<file path="src/rtl/rfBlackWidowPkg.sv">
// Shared memory-op types for the Black Widow core: request/response records,
// function codes and memory-queue defaults.
package rfBlackWidowPkg;

  localparam int TID_W         = 4;
  localparam int DEF_MAX_OUTST = 4;

  typedef enum logic [1:0] {
    MR_LOAD  = 2'd0,
    MR_LOADZ = 2'd1,
    MR_STORE = 2'd2
  } mem_func_e;

  typedef struct packed {
    logic [TID_W-1:0] tid;
    mem_func_e        func;
    logic [1:0]       sz;
    logic [31:0]      adr;
    logic [31:0]      dat;
  } MemoryRequest;

  typedef struct packed {
    logic [TID_W-1:0] tid;
    mem_func_e        func;
    logic [31:0]      dat;
  } MemoryResponse;

  // Smallest power of two >= n (and >= 2), so a FIFO can wrap on pointer MSBs.
  function automatic int pow2ceil(input int n);
    int p;
    p = 2;
    while (p < n) p = p * 2;
    return p;
  endfunction

endpackage

</file>
<file path="src/rtl/bw_mem_queue_if.sv">
// Pipeline-side and BIU-side signals of the memory queue.
interface bw_mem_queue_if;
  import rfBlackWidowPkg::*;

  // biu_req_o/biu_req_v_o: a transfer happens on a rising edge where valid and
  // ready are both high; while valid && !ready the payload is held unchanged.
  logic          req_wr_i;
  MemoryRequest  req_i;
  logic          req_full_o;
  logic          req_wack_o;
  MemoryRequest  biu_req_o;
  logic          biu_req_v_o;
  logic          biu_req_rdy_i;
  MemoryResponse biu_rsp_i;
  logic          biu_rsp_v_i;
  logic          rsp_rd_i;
  MemoryResponse rsp_o;
  logic          rsp_v_o;
  logic          rsp_empty_o;
  logic [3:0]    outst_o;
  logic          ovf_o;
  logic          tid_err_o;

  modport slave (
    input  req_wr_i, req_i, biu_req_rdy_i, biu_rsp_i, biu_rsp_v_i, rsp_rd_i,
    output req_full_o, req_wack_o, biu_req_o, biu_req_v_o, rsp_o, rsp_v_o,
           rsp_empty_o, outst_o, ovf_o, tid_err_o
  );

  modport master (
    output req_wr_i, req_i, biu_req_rdy_i, biu_rsp_i, biu_rsp_v_i, rsp_rd_i,
    input  req_full_o, req_wack_o, biu_req_o, biu_req_v_o, rsp_o, rsp_v_o,
           rsp_empty_o, outst_o, ovf_o, tid_err_o
  );
endinterface

</file>
<file path="src/rtl/bw_sync_fifo.sv">
// Generic synchronous FIFO; full is evaluated before any same-cycle pop.
module bw_sync_fifo #(
  parameter int WIDTH = 8,
  parameter int DEPTH = 8
) (
  input  logic                     clk_i,
  input  logic                     rst_i,
  input  logic                     wr,
  input  logic                     rd,
  input  logic [WIDTH-1:0]         din,
  output logic [WIDTH-1:0]         dout,
  output logic                     full,
  output logic                     empty,
  output logic [$clog2(DEPTH):0]   count
);
  localparam int AW = $clog2(DEPTH);

  logic [AW:0]      wptr, rptr;
  logic [WIDTH-1:0] mem [DEPTH];
  logic             do_wr, do_rd;

  assign do_wr = wr && !full;
  assign do_rd = rd && !empty;

  always_ff @(posedge clk_i) begin
    if (!rst_i) begin
      wptr <= '0;
      rptr <= '0;
    end else begin
      if (do_wr) wptr <= wptr + 1'b1;
      if (do_rd) rptr <= rptr + 1'b1;
    end
  end

  always_ff @(posedge clk_i) begin
    if (do_wr) mem[wptr[AW-1:0]] <= din;
  end

  // Extra MSB distinguishes full from empty when the index bits match.
  assign full  = (wptr[AW] != rptr[AW]) && (wptr[AW-1:0] == rptr[AW-1:0]);
  assign empty = (wptr == rptr);
  assign count = wptr - rptr;
  assign dout  = mem[rptr[AW-1:0]];
endmodule

</file>
<file path="src/rtl/bw_mem_queue.sv">
// Memory-op decoupling queue: in-order request issue to the BIU with an
// outstanding limit, and a response FIFO popped by the load-check logic.
module bw_mem_queue
  import rfBlackWidowPkg::*;
#(
  parameter int REQ_DEPTH = 8,
  parameter int RSP_DEPTH = 8,
  parameter int MAX_OUTST = DEF_MAX_OUTST
) (
  input logic            clk_i,
  input logic            rst_i,
  bw_mem_queue_if.slave  bus
);
  localparam int TID_DEPTH = pow2ceil(MAX_OUTST);
  localparam int TAW       = $clog2(TID_DEPTH);

  MemoryRequest             req_head;
  MemoryResponse            rsp_head;
  logic [TID_W-1:0]         tid_head;
  logic                     req_empty, req_full;
  logic                     rsp_empty, rsp_full;
  logic                     tid_empty, tid_full;
  logic [$clog2(REQ_DEPTH):0] req_count;
  logic [$clog2(RSP_DEPTH):0] rsp_count;
  logic [TAW:0]             tid_count;
  logic                     issue;
  logic                     unused_status;

  bw_sync_fifo #(.WIDTH($bits(MemoryRequest)), .DEPTH(REQ_DEPTH)) u_req_fifo (
    .clk_i(clk_i), .rst_i(rst_i),
    .wr(bus.req_wr_i), .rd(issue), .din(bus.req_i), .dout(req_head),
    .full(req_full), .empty(req_empty), .count(req_count)
  );

  bw_sync_fifo #(.WIDTH($bits(MemoryResponse)), .DEPTH(RSP_DEPTH)) u_rsp_fifo (
    .clk_i(clk_i), .rst_i(rst_i),
    .wr(bus.biu_rsp_v_i), .rd(bus.rsp_rd_i), .din(bus.biu_rsp_i), .dout(rsp_head),
    .full(rsp_full), .empty(rsp_empty), .count(rsp_count)
  );

  // Occupancy of the issued-tid FIFO is the outstanding count: a response at
  // zero outstanding finds it empty, so the decrement is blocked for free.
  bw_sync_fifo #(.WIDTH(TID_W), .DEPTH(TID_DEPTH)) u_tid_fifo (
    .clk_i(clk_i), .rst_i(rst_i),
    .wr(issue), .rd(bus.biu_rsp_v_i), .din(req_head.tid), .dout(tid_head),
    .full(tid_full), .empty(tid_empty), .count(tid_count)
  );

  assign unused_status = ^{req_count, rsp_count, tid_full};

  assign bus.biu_req_v_o = !req_empty && (int'(tid_count) < MAX_OUTST);
  assign bus.biu_req_o   = req_head;
  assign issue           = bus.biu_req_v_o && bus.biu_req_rdy_i;
  assign bus.req_full_o  = req_full;
  assign bus.rsp_empty_o = rsp_empty;
  assign bus.outst_o     = 4'(tid_count);

  always_ff @(posedge clk_i) begin
    if (!rst_i) begin
      bus.req_wack_o <= 1'b0;
      bus.rsp_o      <= '0;
      bus.rsp_v_o    <= 1'b0;
      bus.ovf_o      <= 1'b0;
      bus.tid_err_o  <= 1'b0;
    end else begin
      bus.req_wack_o <= bus.req_wr_i && !req_full;
      if (bus.rsp_rd_i) begin
        if (!rsp_empty) begin
          bus.rsp_o   <= rsp_head;
          bus.rsp_v_o <= 1'b1;
        end else begin
          bus.rsp_v_o <= 1'b0;
        end
      end
      if (bus.biu_rsp_v_i && rsp_full) bus.ovf_o <= 1'b1;
      if (bus.biu_rsp_v_i && (tid_empty || (bus.biu_rsp_i.tid != tid_head)))
        bus.tid_err_o <= 1'b1;
    end
  end
endmodule

</file>
<file path="src/flat_wrapper.sv">
// flat-port wrapper written by rule: the top's interface ports become plain ports
module bw_mem_queue_flat import rfBlackWidowPkg::*;
#(
  parameter int REQ_DEPTH = 8,
  parameter int RSP_DEPTH = 8,
  parameter int MAX_OUTST = DEF_MAX_OUTST
)
  (clk_i, rst_i, bus_req_wr_i, bus_req_i, bus_biu_req_rdy_i, bus_biu_rsp_i, bus_biu_rsp_v_i, bus_rsp_rd_i, bus_req_full_o, bus_req_wack_o, bus_biu_req_o, bus_biu_req_v_o, bus_rsp_o, bus_rsp_v_o, bus_rsp_empty_o, bus_outst_o, bus_ovf_o, bus_tid_err_o);
  bw_mem_queue_if bus_i ();
  input logic clk_i;
  input logic rst_i;
  input wire logic [$bits(bus_i.req_wr_i)-1:0] bus_req_wr_i;
  input wire logic [$bits(bus_i.req_i)-1:0] bus_req_i;
  input wire logic [$bits(bus_i.biu_req_rdy_i)-1:0] bus_biu_req_rdy_i;
  input wire logic [$bits(bus_i.biu_rsp_i)-1:0] bus_biu_rsp_i;
  input wire logic [$bits(bus_i.biu_rsp_v_i)-1:0] bus_biu_rsp_v_i;
  input wire logic [$bits(bus_i.rsp_rd_i)-1:0] bus_rsp_rd_i;
  output wire logic [$bits(bus_i.req_full_o)-1:0] bus_req_full_o;
  output wire logic [$bits(bus_i.req_wack_o)-1:0] bus_req_wack_o;
  output wire logic [$bits(bus_i.biu_req_o)-1:0] bus_biu_req_o;
  output wire logic [$bits(bus_i.biu_req_v_o)-1:0] bus_biu_req_v_o;
  output wire logic [$bits(bus_i.rsp_o)-1:0] bus_rsp_o;
  output wire logic [$bits(bus_i.rsp_v_o)-1:0] bus_rsp_v_o;
  output wire logic [$bits(bus_i.rsp_empty_o)-1:0] bus_rsp_empty_o;
  output wire logic [$bits(bus_i.outst_o)-1:0] bus_outst_o;
  output wire logic [$bits(bus_i.ovf_o)-1:0] bus_ovf_o;
  output wire logic [$bits(bus_i.tid_err_o)-1:0] bus_tid_err_o;
  assign bus_i.req_wr_i = bus_req_wr_i;
  assign bus_i.req_i = bus_req_i;
  assign bus_i.biu_req_rdy_i = bus_biu_req_rdy_i;
  assign bus_i.biu_rsp_i = bus_biu_rsp_i;
  assign bus_i.biu_rsp_v_i = bus_biu_rsp_v_i;
  assign bus_i.rsp_rd_i = bus_rsp_rd_i;
  assign bus_req_full_o = bus_i.req_full_o;
  assign bus_req_wack_o = bus_i.req_wack_o;
  assign bus_biu_req_o = bus_i.biu_req_o;
  assign bus_biu_req_v_o = bus_i.biu_req_v_o;
  assign bus_rsp_o = bus_i.rsp_o;
  assign bus_rsp_v_o = bus_i.rsp_v_o;
  assign bus_rsp_empty_o = bus_i.rsp_empty_o;
  assign bus_outst_o = bus_i.outst_o;
  assign bus_ovf_o = bus_i.ovf_o;
  assign bus_tid_err_o = bus_i.tid_err_o;
  bw_mem_queue #(.REQ_DEPTH(REQ_DEPTH), .RSP_DEPTH(RSP_DEPTH), .MAX_OUTST(MAX_OUTST)) u_core (.clk_i(clk_i), .rst_i(rst_i), .bus(bus_i));
endmodule
</file>
<file path="config.mk">
export PLATFORM = sky130hd
export DESIGN_NAME = bw_mem_queue_flat
export DESIGN_NICKNAME = d
export VERILOG_FILES = /design/src/rtl/rfBlackWidowPkg.sv /design/src/rtl/bw_mem_queue_if.sv /design/src/rtl/bw_sync_fifo.sv /design/src/rtl/bw_mem_queue.sv /design/src/flat_wrapper.sv
export SDC_FILE = /design/constraint.sdc
export NUM_CORES = 1
export LEC_CHECK = 0
export BUFFER_PORTS_ARGS = -buffer_cell sky130_fd_sc_hd__buf_2
export CAP_MARGIN = 0
export CELL_PAD_IN_SITES_DETAIL_PLACEMENT = 1
export CELL_PAD_IN_SITES_GLOBAL_PLACEMENT = 1
export CORE_ASPECT_RATIO = 0.6
export CORE_MARGIN = 2
export CORE_UTILIZATION = 55
export CTS_BUF_LIST = sky130_fd_sc_hd__clkbuf_4 sky130_fd_sc_hd__clkbuf_8
export CTS_CLUSTER_DIAMETER = 100
export DETAILED_ROUTE_END_ITERATION = 6
export PLACE_DENSITY_LB_ADDON = 0.1
export SYNTH_ARGS = -nofsm -noshare
export SYNTH_HDL_FRONTEND = slang
export SYNTH_SLANG_ARGS = --single-unit
</file>
<file path="constraint.sdc">
create_clock -name clk_i -period 8.9 [get_ports clk_i]
set_input_delay 1.335 -clock clk_i [delete_from_list [all_inputs] [get_ports clk_i]]
set_output_delay 1.335 -clock clk_i [all_outputs]
set_load 0.02 [all_outputs]
</file>
# Word level (Yosys, flattened, before mapping)
# Memory sizes are Yosys's and may differ from the RTL's. A register that Yosys moved wholly into a read port is not among the register bits.
# Cells that the tools add are included.
classes:
  addsub: 7
  order_cmp: 1
  eq_ne: 10
  n_mux: 11
  bitwise: 1
  n_reduce_logical: 22
op_table:
  columns: ["cell", "count"]
  rows:
  - ["adder 4 x 1 -> 4 bit, second input constant", 4]
  - ["logical AND 1 bit", 13]
  - ["equality test 3 bit", 3]
  - ["equality test 4 bit", 2]
  - ["zero test 1 bit", 7]
  - ["two-way mux 1 bit", 7]
  - ["adder 3 x 1 -> 3 bit, second input constant", 2]
  - ["two-way mux 3 bit", 2]
  - ["two-way mux 2 bit", 2]
  - ["!= test 4 bit", 1]
  - ["< comparator 3 bit, second input constant", 1]
  - ["!= test 1 bit", 3]
  - ["subtractor 3 bit", 1]
  - ["equality test 2 bit", 1]
  - ["AND reduction 2 bit", 1]
  - ["logical OR 1 bit", 1]
  - ["NOT 1 bit", 1]
word_totals:
  reg_bits: 26
  ramBits: 896
  inputBits: 116
  out_inout_bits: 121
  elab_cells: 65
  n_memories: 3
memory_table:
  columns: ["memory", "words", "width", "read_ports", "rd_clocked_by_memory_dff", "write_ports", "line", "source"]
  rows:
  - ["u_core.u_req_fifo.mem", 8, 72, 1, 1, 1, "bw_sync_fifo.sv:19", "logic [WIDTH-1:0] mem [DEPTH];"]
  - ["u_core.u_rsp_fifo.mem", 8, 38, 1, 1, 1, "bw_sync_fifo.sv:19", null]
  - ["u_core.u_tid_fifo.mem", 4, 4, 1, 1, 1, "bw_sync_fifo.sv:19", null]

# Logic depth before layout (Yosys ltp)
# Gate-level depths: netlist of the first run.
logic_depth:
  word_depth: 7
  ltp_mapped: 8
  mapped_depth_nobuf: 8

# Hierarchy
# A second synthesis of the first run with hierarchy kept.
hier_totals:
  cells_unflattened: 1699
  hier_area_um2: 37308.3
by_module_without_submodules:
  columns: ["mod", "n_inst", "cells_each", "area_per_inst_um2", "seq_area_each_um2"]
  rows:
  - ["bw_sync_fifo (u_core.u_req_fifo)", 1, 907, 22507.8, 17516.8]
  - ["bw_sync_fifo (u_core.u_rsp_fifo)", 1, 516, 12036.5, 9349.0]
  - ["bw_mem_queue", 1, 187, 1599.0, 840.8]
  - ["bw_sync_fifo (u_core.u_tid_fifo)", 1, 89, 1164.9, 640.6]

# Worst setup path before layout of the first run
# No wires, ideal clock.
synth_path:
  path_kind: "input-to-reg"
  from: "in bus_req_wr_i"
  to: "mem u_core.u_req_fifo.mem[0][0] (netlist name), enable pin"
  setup_time_ns: 0.590
  t_arrival_ns: 6.736
  required_time_ns: 8.310
  path_slack_ns: 1.574
  cell_stages: 4
  path_buffers: 0
  cell_sequence: "inv_1 -> a41oi_2 -> nand2b_1 -> nor3_1"
synth_via:
  elab_chain_cells: 3
synth_rtl:
  columns: ["item", "line", "source"]
  rows:
  - ["start: declaration", "flat_wrapper.sv:12", "input wire logic [$bits(bus_i.req_wr_i)-1:0] bus_req_wr_i;"]
  - ["logical AND 1 bit", "bw_sync_fifo.sv:22", "assign do_wr = wr && !full;"]
  - ["two-way mux 1 bit", "bw_sync_fifo.sv:36", "if (do_wr) mem[wptr[AW-1:0]] <= din;"]
  - ["two-way mux 1 bit (implied by the code)", "bw_sync_fifo.sv:36", null]
  - ["end: declaration", "bw_sync_fifo.sv:19", null]
# No other way between the ends.

==> metrics.md, run 1 <==
| Metric | Value |
|---|---|
| FFs w/ async S/R, synth | `0%` |
| Leakage | `0.0134 uW` |
| Initial Utilization | `55.4%` |
| Max-slew violation count | `0` |
| Clock-pin slew on the worst setup and hold paths | `about 0.060 ns` |
| Peak VDD IR | `0.000150 V` |
| Ys Warns | `0` |
| Period utilization | `56.1%` |
| Via count | `17000` |
| First-pass GRT wire length | `~120000 um` |
| Antenna violations before repair | `11` |
| Synth-to-Final Area Change | `14.1%` |
| Global route total overflow | `0` |
| Antenna-violating nets left | `0` |
| Slew of the pin with the lowest slew margin | `1.10 ns` |
| WP data required | `7.57 ns` |
| Hold Crit Class | `reg -> reg` |
| Post-synth top area share | `73.8%` |
| Final WL | `77400 um` |
| Iter 0 DRT Violations | `1187` |
| CTS buffer count | `142` |
| Crit Path Class | `reg -> out` |
| MaxCap Viol Count | `0` |
| Design area | `approximately 42000 sq um` |
| CTS Hold Bufs | `0` |
| IO Port Bufs | `235` |
| Nets | `just over 2000` |
| Post-synthesis sequential area ratio | `77.6%` |
| Layout cell share with drive strength beyond 1 | `between 30% and 40%` |
| Routed wire per std cell | `about 26 um` |
| CTS tree | `done` |
| Pwr dens | `249 nW/um^2` |
| I/O pins | `237` |
| Relative slew slack | `26.6%` |
| Hold path depth | `2` |
| Power consumption | `10400 uW` |
| Syn nets | `1747` |
| Die ar. | `68400 sq um` |
| Period minus WS final | `4.99 ns` |
| Synth Area per Inst | `22.5 sq um` |
| Total GRT Usage | `23.3%` |
| Reg2Reg Depth | `5` |
| Final setup fails | `0` |
| EDFF count, synth | `between 800 and 900` |
| PostCTS Resize Cnt | `0` |
| H-tree lvl count | `4` |
| Fmax | `about 0.20 GHz` |
| Largest net degree at the start of global routing | `99` |
| Post-DP HPWL | `42300 um` |
| Post-layout util | `between 60% and 70%` |
| FP Rows | `73` |
| Final GP Congestion | `around 0.74` |
| Crit Path Max Fanout | `between 70 and 80` |
| Post-CTS Setup Inserts | `0` |
| Root buffer cell | `clkbuf_8` |
| Drt via density | `5.75` |
| RSZ-0062 raised after global routing | `no` |
| Number of global-route vias before repair | `around 19000` |
| Core ar. | `65900 sq um` |
| Pre-antenna DRT Iters | `5` |
| Number of remaining DRC errors | `0` |
| Setup TNS Final | `0 ns` |
| Worst EP arrival | `3.66 ns` |
| Post-Syn Instances | `1619` |
| Cell Area, Synth | `about 36000 sq um` |
| Clock latency on the worst-skew pair | `0.75 ns` |
| Area after DPL | `38700 sq um` |
| Pre-CTS setup slack | `4.56 ns` |
| Final worst slack | `approximately 3.9 ns` |
| Clk sink count | `965` |
| Fin. Hold Viols | `0` |
| Chip width | `roughly 340 um` |
| Cell types occupying the most area after synthesis | `edfxtp_1, mux4_2, dfxtp_1` |
| Leading area contributor after synthesis | `edfxtp_1` |
| Final Skew | `0.0257 ns` |
| Crit. End Element | `output pin` |
| Netlist cell types | `44` |
| Main synth FF type | `edfxtp_1` |
| Clock tree buffer depth | `3` |
| Crit path launch type | `flip-flop` |
| Seq cells post-synth | `965` |
| Die height | `203 um` |
| Status | `completed` |
==> Yosys cell counts, types with 7 or more instances <==
| library cell | number |
|---|---|
| edfxtp_1 | 896 |
| mux4_2 | 224 |
| mux2_2 | 72 |
| dfxtp_1 | 69 |
| nor2_1 | 65 |
| mux2i_1 | 49 |
| a211oi_1 | 39 |
| clkbuf_1 | 36 |
| buf_2 | 29 |
| nand2_1 | 16 |
| xor2_1 | 13 |
| inv_1 | 12 |
| a21oi_1 | 11 |
| ha_1 | 11 |
| buf_4 | 10 |
| nand2b_1 | 9 |
| nor3_1 | 7 |
| xnor2_1 | 7 |
==> placed cells by master, fill, tap and decap left out, drive strengths merged, types with 3 or more instances in the layout <==
cell type / count
mux4: 224
clkinvlp: 4
a21oi: 11
bufinv: 5
and2: 3
ha: 11
inv: 14
nor3: 7
nand2: 16
dfxtp: 69
nand2b: 9
nor2: 65
clkbuf: 201
mux2i: 49
or3: 4
mux2: 72
buf: 265
xor2: 13
xnor2: 7
a211oi: 39
clkinv: 45
diode: 6
edfxtp: 896
o21ai: 6
==> logic make-up after synthesis <==
family | share of synthesized area, %
and+or+nand+nor | 1.36
DFF | 77.6
muxes | 17.4
other | 0.0103
adders and majority gates | 0.432
buffers and inverters | 1.21
AOI/OAI and AO/OA | 1.45
xor gates and xnor gates | 0.542
==> where the power goes <==
part | total, uW | switching, uW | internal, uW
clock | 3580 | 1640 | 1940
sequential | 5280 | 144 | 5140
combinational | 1480 | 801 | 683
total | 10400 | 2590 | 7760
==> state kept, by name, indices dropped and copies added, names as in the netlist, 3 cells and up, named ones only <==
register	cells
u_core.u_tid_fifo.rptr	3
u_core.u_rsp_fifo.wptr	4
u_core.u_req_fifo.rptr	4
u_core.bus.rsp_o	38
u_core.u_rsp_fifo.rptr	4
u_core.u_req_fifo.wptr	4
u_core.u_tid_fifo.wptr	3
u_core.u_req_fifo.mem	576
u_core.u_tid_fifo.mem	16
u_core.u_rsp_fifo.mem	304
==> metrics by stage <==
stage	hold WS, ns	instances
2_1_floorplan	0.469	1619
3_3_place_gp	0.480	2701
3_5_place_dp	0.495	2701
4_1_cts	0.504	2957
5_1_grt	0.524	2962
6_report	0.499	2963
==> critical path, cell delays in order (launching register included) <==
cell and delay [ns]:
dfxtp_4 1.00, buf_4 0.94, mux4_2 0.42, mux2_2 0.30
buf_2 0.17
==> final cells by class <==
class                      count  area (sq um)
multi-input combinational    558          7840
clock buffer                 201          2480
antenna                        6          15.0
fill                        5405         24200
sequential                   965         28300
clock inverter                55           377
timing repair buffer         265          1410
tap                          900          1130
inverter                      13          48.8
==> routing by layer <==
layer  routed length (um)  part of all wire, %  global-route usage [%]
met1                34200                   44                    33.2
met2                37800                   49                    36.8
met3                 4080                  5.3                    4.96
met4                 1230                  1.6                    6.98
met5                   53                0.068                       0
==> final timing paths <==
path                                                             start                                    end  slack, ns
worst min register to register        u_core.bus.rsp_o[5]$_SDFFE_PN0P_       u_core.bus.rsp_o[5]$_SDFFE_PN0P_       0.50
worst max register to register  u_core.u_rsp_fifo.rptr[0]$_SDFFE_PN0P_  u_core.u_rsp_fifo.mem[6][7]$_DFFE_PP_       5.38
worst max-delay path                                         flip-flop                       bus_biu_req_o[9]       3.91
worst min-delay path                  u_core.bus.rsp_o[5]$_SDFFE_PN0P_       u_core.bus.rsp_o[5]$_SDFFE_PN0P_       0.50
Power figures use the tool's default switching activity.
==> run 2: changes to the inputs <==
CORE_UTILIZATION = 50   (was 55)
clock period = 4.1 ns   (was 8.9 ns; I/O delays follow)
==> metrics.md, run 2 (synthesized netlist as in run 1, its figures left out) <==
| Metric | Value |
|---|---|
| Global route total overflow | `0` |
| Root buffer cell | `clkbuf_8` |
| Switch Pwr | `5670 uW` |
| Most frequent cells in the layout | `edfxtp_1, buf_2, mux4_2` |
| GR Util met2 | `around 33%` |
| Crit. End Element | `output pin` |
| Status | `completed` |
| Via count | `approximately 17000` |
| Design area | `41900 sq um` |
| Final worst slack | `approximately 0.56 ns` |
| Crit Path Max Fanout | `34` |
| Drt via density | `5.61` |
| Core ar. | `72000 sq um` |
| Switch share | `between 20 and 30%` |
| Synth-to-Final Area Change | `14.9%` |
| Top Usage Layer GRT | `met2` |
| Worst R2R Setup Slack | `1.11 ns` |
| CTS tree | `done` |
| Layout cell share with drive strength beyond 1 | `about two fifths` |
| Final WL | `between 70000 and 80000 um` |
| I/O pins | `237` |
| Fmax | `0.283 GHz` |
| Leakage | `0.0135 uW` |
| FP Rows | `76` |
| PostCTS Resize Cnt | `0` |
| Hold Crit Class | `in -> reg` |
| CTS buffer count | `143` |
| Worst EP arrival | `slightly below 3 ns` |
| Total GRT Usage | `21.6%` |
| Relative slew slack | `33.3%` |
| Final setup fails | `0` |
| Period utilization | `86.2%` |
| Final GP Congestion | `0.747` |
| WP data required | `3.48 ns` |
| Nets | `2085` |
| Post-CTS Setup Inserts | `0` |
| Die height | `213 um` |
| Number of remaining DRC errors | `0` |
| Clock latency on the worst-skew pair | `0.77 ns` |
| MaxCap Viol Count | `0` |
| Crit Path Class | `reg -> out` |
| Clock-pin slew on the worst setup and hold paths | `0.07 ns` |
| Antenna violations before repair | `12` |
| IO Port Bufs | `approximately 240` |
| Die ar. | `75200 sq um` |
| Clock tree buffer depth | `3` |
| Iter 0 DRT Violations | `1131` |
| GR Util met3 | `4.59%` |
| Crit path launch type | `flip-flop` |
| RSZ-0062 raised after global routing | `no` |
| Initial Utilization | `between 50% and 60%` |
| Max reg flops | `about 580` |
| Pre-CTS setup slack | `1.08 ns` |
| Clk sink count | `965` |
| Number of global-route vias before repair | `18900` |
| Clock network power share | `34.1%` |
| GRT met1 Usage | `31.3%` |
| Chip width | `353 um` |
| Antenna-violating nets left | `0` |
| Gate power share | `15.2%` |
| Final Skew | `0.0242 ns` |
| Area after DPL | `39100 sq um` |
| Peak VDD IR | `0.000314 V` |
| Largest net degree at the start of global routing | `73` |
| Post-DP HPWL | `between 40000 and 50000 um` |
| Sequential Power Share | `between 50% and 60%` |
| Routed wire per std cell | `25.9 um` |
| Cell Int Power | `16800 uW` |
| Pwr dens | `536 nW/um^2` |
| First-pass GRT wire length | `around 120000 um` |
| Pre-antenna DRT Iters | `7` |
| CTS Hold Bufs | `0` |
| Hold_sp | `bus_rsp_rd_i` |
| Period minus WS final | `about 3.5 ns` |
| H-tree lvl count | `4` |
| Commonest non-fill, non-tap cell in the layout | `edfxtp_1` |
| Max-slew violation count | `0` |
| Slew of the pin with the lowest slew margin | `1.00 ns` |
| Fin. Hold Viols | `0` |
| Reg2reg start | `u_core.u_req_fifo.wptr[0]$_SDFFE_PN0P_` |
-- run 2: area by class of cell --
type                       instances  area, sq um
inverter                          13         48.8
clock inverter                    44          246
timing repair buffer             276         1630
multi-input combinational        558         7870
clock buffer                     211         2550
fill                            6203        30100
sequential                       965        28300
antenna                            4         10.0
tap                              975         1220
-- run 2: critical path, cell delays in order, from the launching register on --
cell     delay (ns)
dfxtp_4        0.69
buf_12         0.35
mux4_2         0.56
mux2_2         0.32
buf_2          0.17
-- run 2: per-layer routing --
metal,part of all wire [%],vias up
met2,47,351
met5,0.076,-
met4,1.8,10
li1,-,7443
met1,47,9161
met3,4.4,125
-- run 2: path summary, 6_finish.rpt --
| kind | to | depth (start not counted) |
|---|---|---|
| worst min register to register | u_core.bus.rsp_o[36]$_SDFFE_PN0P_ | 2 |
| worst max register to register | u_core.u_req_fifo.mem[6][24]$_DFFE_PP_ | 5 |
| worst min-delay path | u_core.bus.rsp_v_o$_SDFFE_PN0P_ | 2 |
| worst max-delay path | bus_biu_req_o[29] | 4 |
-- run 2: per-stage QoR --
| step | cells | total power [uW] | hold slack (ns) | utilization (%) | setup TNS, ns |
|---|---|---|---|---|---|
| after CTS | 3042 | 22800 | 0.00539 | 58.2 | 0 |
| after floorplan | 1619 | 14000 | 0.469 | - | -330.15 |
| after global placement | 2787 | 15000 | 0.483 | 54.3 | 0 |
| final | 3046 | 22500 | 0.107 | 58.2 | 0 |
| after global routing | 3043 | 23400 | 0.0412 | 58.2 | 0 |
| after detailed placement | 2787 | 15100 | 0.495 | 54.3 | 0 |
-- run 2: power groups by stage --
stage / Combinational, uW / Sequential [uW] / Clock [uW]
2_1_floorplan: 2370 / 11600 / 0
3_3_place_gp: 3420 / 11600 / 0
3_5_place_dp: 3480 / 11600 / 0
4_1_cts: 3490 / 11400 / 7880
5_1_grt: 3680 / 11400 / 8280
6_report: 3410 / 11400 / 7650
==> run 3: changes to the inputs <==
BUFFER_PORTS_ARGS = not set   (was -buffer_cell sky130_fd_sc_hd__buf_2)
CELL_PAD_IN_SITES_DETAIL_PLACEMENT = not set   (was 1)
CELL_PAD_IN_SITES_GLOBAL_PLACEMENT = not set   (was 1)
CORE_UTILIZATION = 59   (was 50)
DONT_BUFFER_PORTS = 1   (was not set)
PLACE_DENSITY = 0.78   (was not set)
PLACE_DENSITY_LB_ADDON = not set   (was 0.1)
==> metrics.md, run 3 (synthesized netlist as in run 1, its figures left out) <==
| Metric | Value |
|---|---|
| Leakage | `0.0129 uW` |
| PostCTS Resize Cnt | `0` |
| Relative slew slack | `36.1%` |
| Period utilization | `between 80% and 90%` |
| Final GP Congestion | `0.759` |
| Chip width | `approximately 320 um` |
| Crit Path Class | `reg -> out` |
| Worst EP arrival | `2.94 ns` |
| # diodes | `0` |
| Antenna violations before repair | `2` |
| Synth-to-Final Area Change | `13.8%` |
| Hold Crit Class | `in -> reg` |
| Peak VDD IR | `0.000448 V` |
| Drt via density | `6.12` |
| Fmax | `0.281 GHz` |
| First-pass GRT wire length | `110000 um` |
| H-tree lvl count | `4` |
| Post-CTS Setup Inserts | `0` |
| Clock tree buffer depth | `3` |
| IO Port Bufs | `0` |
| Crit Path Max Fanout | `33` |
| CP Cell Sequence | `buf_4 -> mux4_2 -> mux2_2` |
| Most frequent cells in the layout | `edfxtp_1, mux4_2, clkbuf_8` |
| Root buffer cell | `clkbuf_8` |
| Period minus WS final | `about 3.6 ns` |
| Pre-CTS setup slack | `1.21 ns` |
| Number of global-route vias before repair | `17800` |
| Setup TNS Final | `0 ns` |
| Core ar. | `61000 sq um` |
| Routed wire per std cell | `roughly 26 um` |
| Status | `completed` |
| Layout cell share with drive strength beyond 1 | `between 30% and 40%` |
| Number of remaining DRC errors | `0` |
| Final Skew | `roughly 0.034 ns` |
| Total GRT Usage | `23.2%` |
| Filler instances | `3665` |
| Via count | `16900` |
| CTS tree | `done` |
| Crit-path slowest cell | `dfxtp_4` |
| FP Rows | `70` |
| Clock latency on the worst-skew pair | `between 0.7 and 0.8 ns` |
| Slew of the pin with the lowest slew margin | `approximately 0.96 ns` |
| Placed cells | `2404` |
| CTS Hold Bufs | `114` |
| Initial Utilization | `59.7%` |
| Die height | `197 um` |
| Peak per-stage delay on the critical path | `0.81 ns` |
| Commonest non-fill, non-tap cell in the layout | `edfxtp_1` |
| Post-layout util | `68.0%` |
| Power consumption | `21900 uW` |
| Max-slew violation count | `0` |
| Die ar. | `63900 sq um` |
| Final instance count without filler cells | `2755` |
| Iter 0 DRT Violations | `roughly 1600` |
| Clk sink count | `roughly 970` |
| Fin. Hold Viols | `0` |
| CTS buffer count | `between 100 and 150` |
| RSZ-0062 raised after global routing | `no` |
| Pre-antenna DRT Iters | `5` |
| Clock-pin slew on the worst setup and hold paths | `0.06 ns` |
| CP Buf/Inv Count | `1` |
| Final setup fails | `0` |
| Largest net degree at the start of global routing | `73` |
| Pwr dens | `529 nW/um^2` |
| WP data required | `3.48 ns` |
| Final worst slack | `0.547 ns` |
| I/O pins | `237` |
| CP top delay family | `multiplexers` |
| Max reg flops | `576` |
| Post-DP HPWL | `39900 um` |
| Crit path launch type | `flip-flop` |
| Antenna-violating nets left | `0` |
| MaxCap Viol Count | `0` |
| Final WL | `72100 um` |
| Global route total overflow | `0` |
| Nets | `1955` |
| Crit. End Element | `output pin` |
run 3: changes by cell type in the layout (fill, tap and decap cells not counted), sizes merged:
cell | previous run | this run
buf | 276 | 40
dlygate4sd3 | 0 | 114
clkinv | 38 | 32
bufinv | 2 | 4
inv | 15 | 21
diode | 4 | 0
clkinvlp | 2 | 6
clkbuf | 211 | 187
run 3: area by class of cell:
| class | instances | area, sq um | area share (%) |
|---|---|---|---|
| inverter | 13 | 48.8 | 0.118 |
| tap | 828 | 1040 | 2.50 |
| clock buffer | 187 | 2280 | 5.49 |
| multi-input combinational | 558 | 7870 | 19.0 |
| sequential | 965 | 28300 | 68.2 |
| clock inverter | 50 | 399 | 0.962 |
| timing repair buffer | 154 | 1570 | 3.77 |
run 3: stage by stage:
step / hold WS, ns / cell area (sq um)
6_report: 0.0896 / 41500
5_1_grt: 0.0285 / 41500
2_1_floorplan: 0.469 / 36500
3_3_place_gp: 0.478 / 37700
3_5_place_dp: 0.507 / 37700
4_1_cts: 0.0158 / 41500
run 3: routing by layer:
layer / wire length [um] / up-vias / GRT usage, %
met5: 21 / - / 0
met4: 1560 / 4 / 7.25
met3: 5290 / 108 / 5.41
met2: 35100 / 670 / 36.4
met1: 30100 / 8900 / 33.2
li1: - / 7179 / -
run 3: path summary, 6_finish.rpt:
path | cells past startpoint | end | from | slack (ns)
setup reg to reg | 5 | u_core.u_req_fifo.mem[7][16]$_DFFE_PP_ | u_core.u_req_fifo.wptr[0]$_SDFFE_PN0P_ | 1.19
hold / removal | 2 | u_core.bus.rsp_v_o$_SDFFE_PN0P_ | bus_rsp_rd_i | 0.09
setup / recovery | 3 | bus_biu_req_o[28] | flip-flop | 0.55
hold reg to reg | 2 | u_core.u_tid_fifo.wptr[0]$_SDFFE_PN0P_ | u_core.u_tid_fifo.wptr[0]$_SDFFE_PN0P_ | 0.51
run 3: power breakdown:
group | internal (uW) | switching (uW) | total [uW] | leakage (uW)
Combinational | 1370 | 1650 | 3020 | 0.00277
Sequential | 11200 | 354 | 11500 | 0.00871
Clock | 3890 | 3520 | 7410 | 0.00142
Total | 16400 | 5520 | 21900 | 0.0129
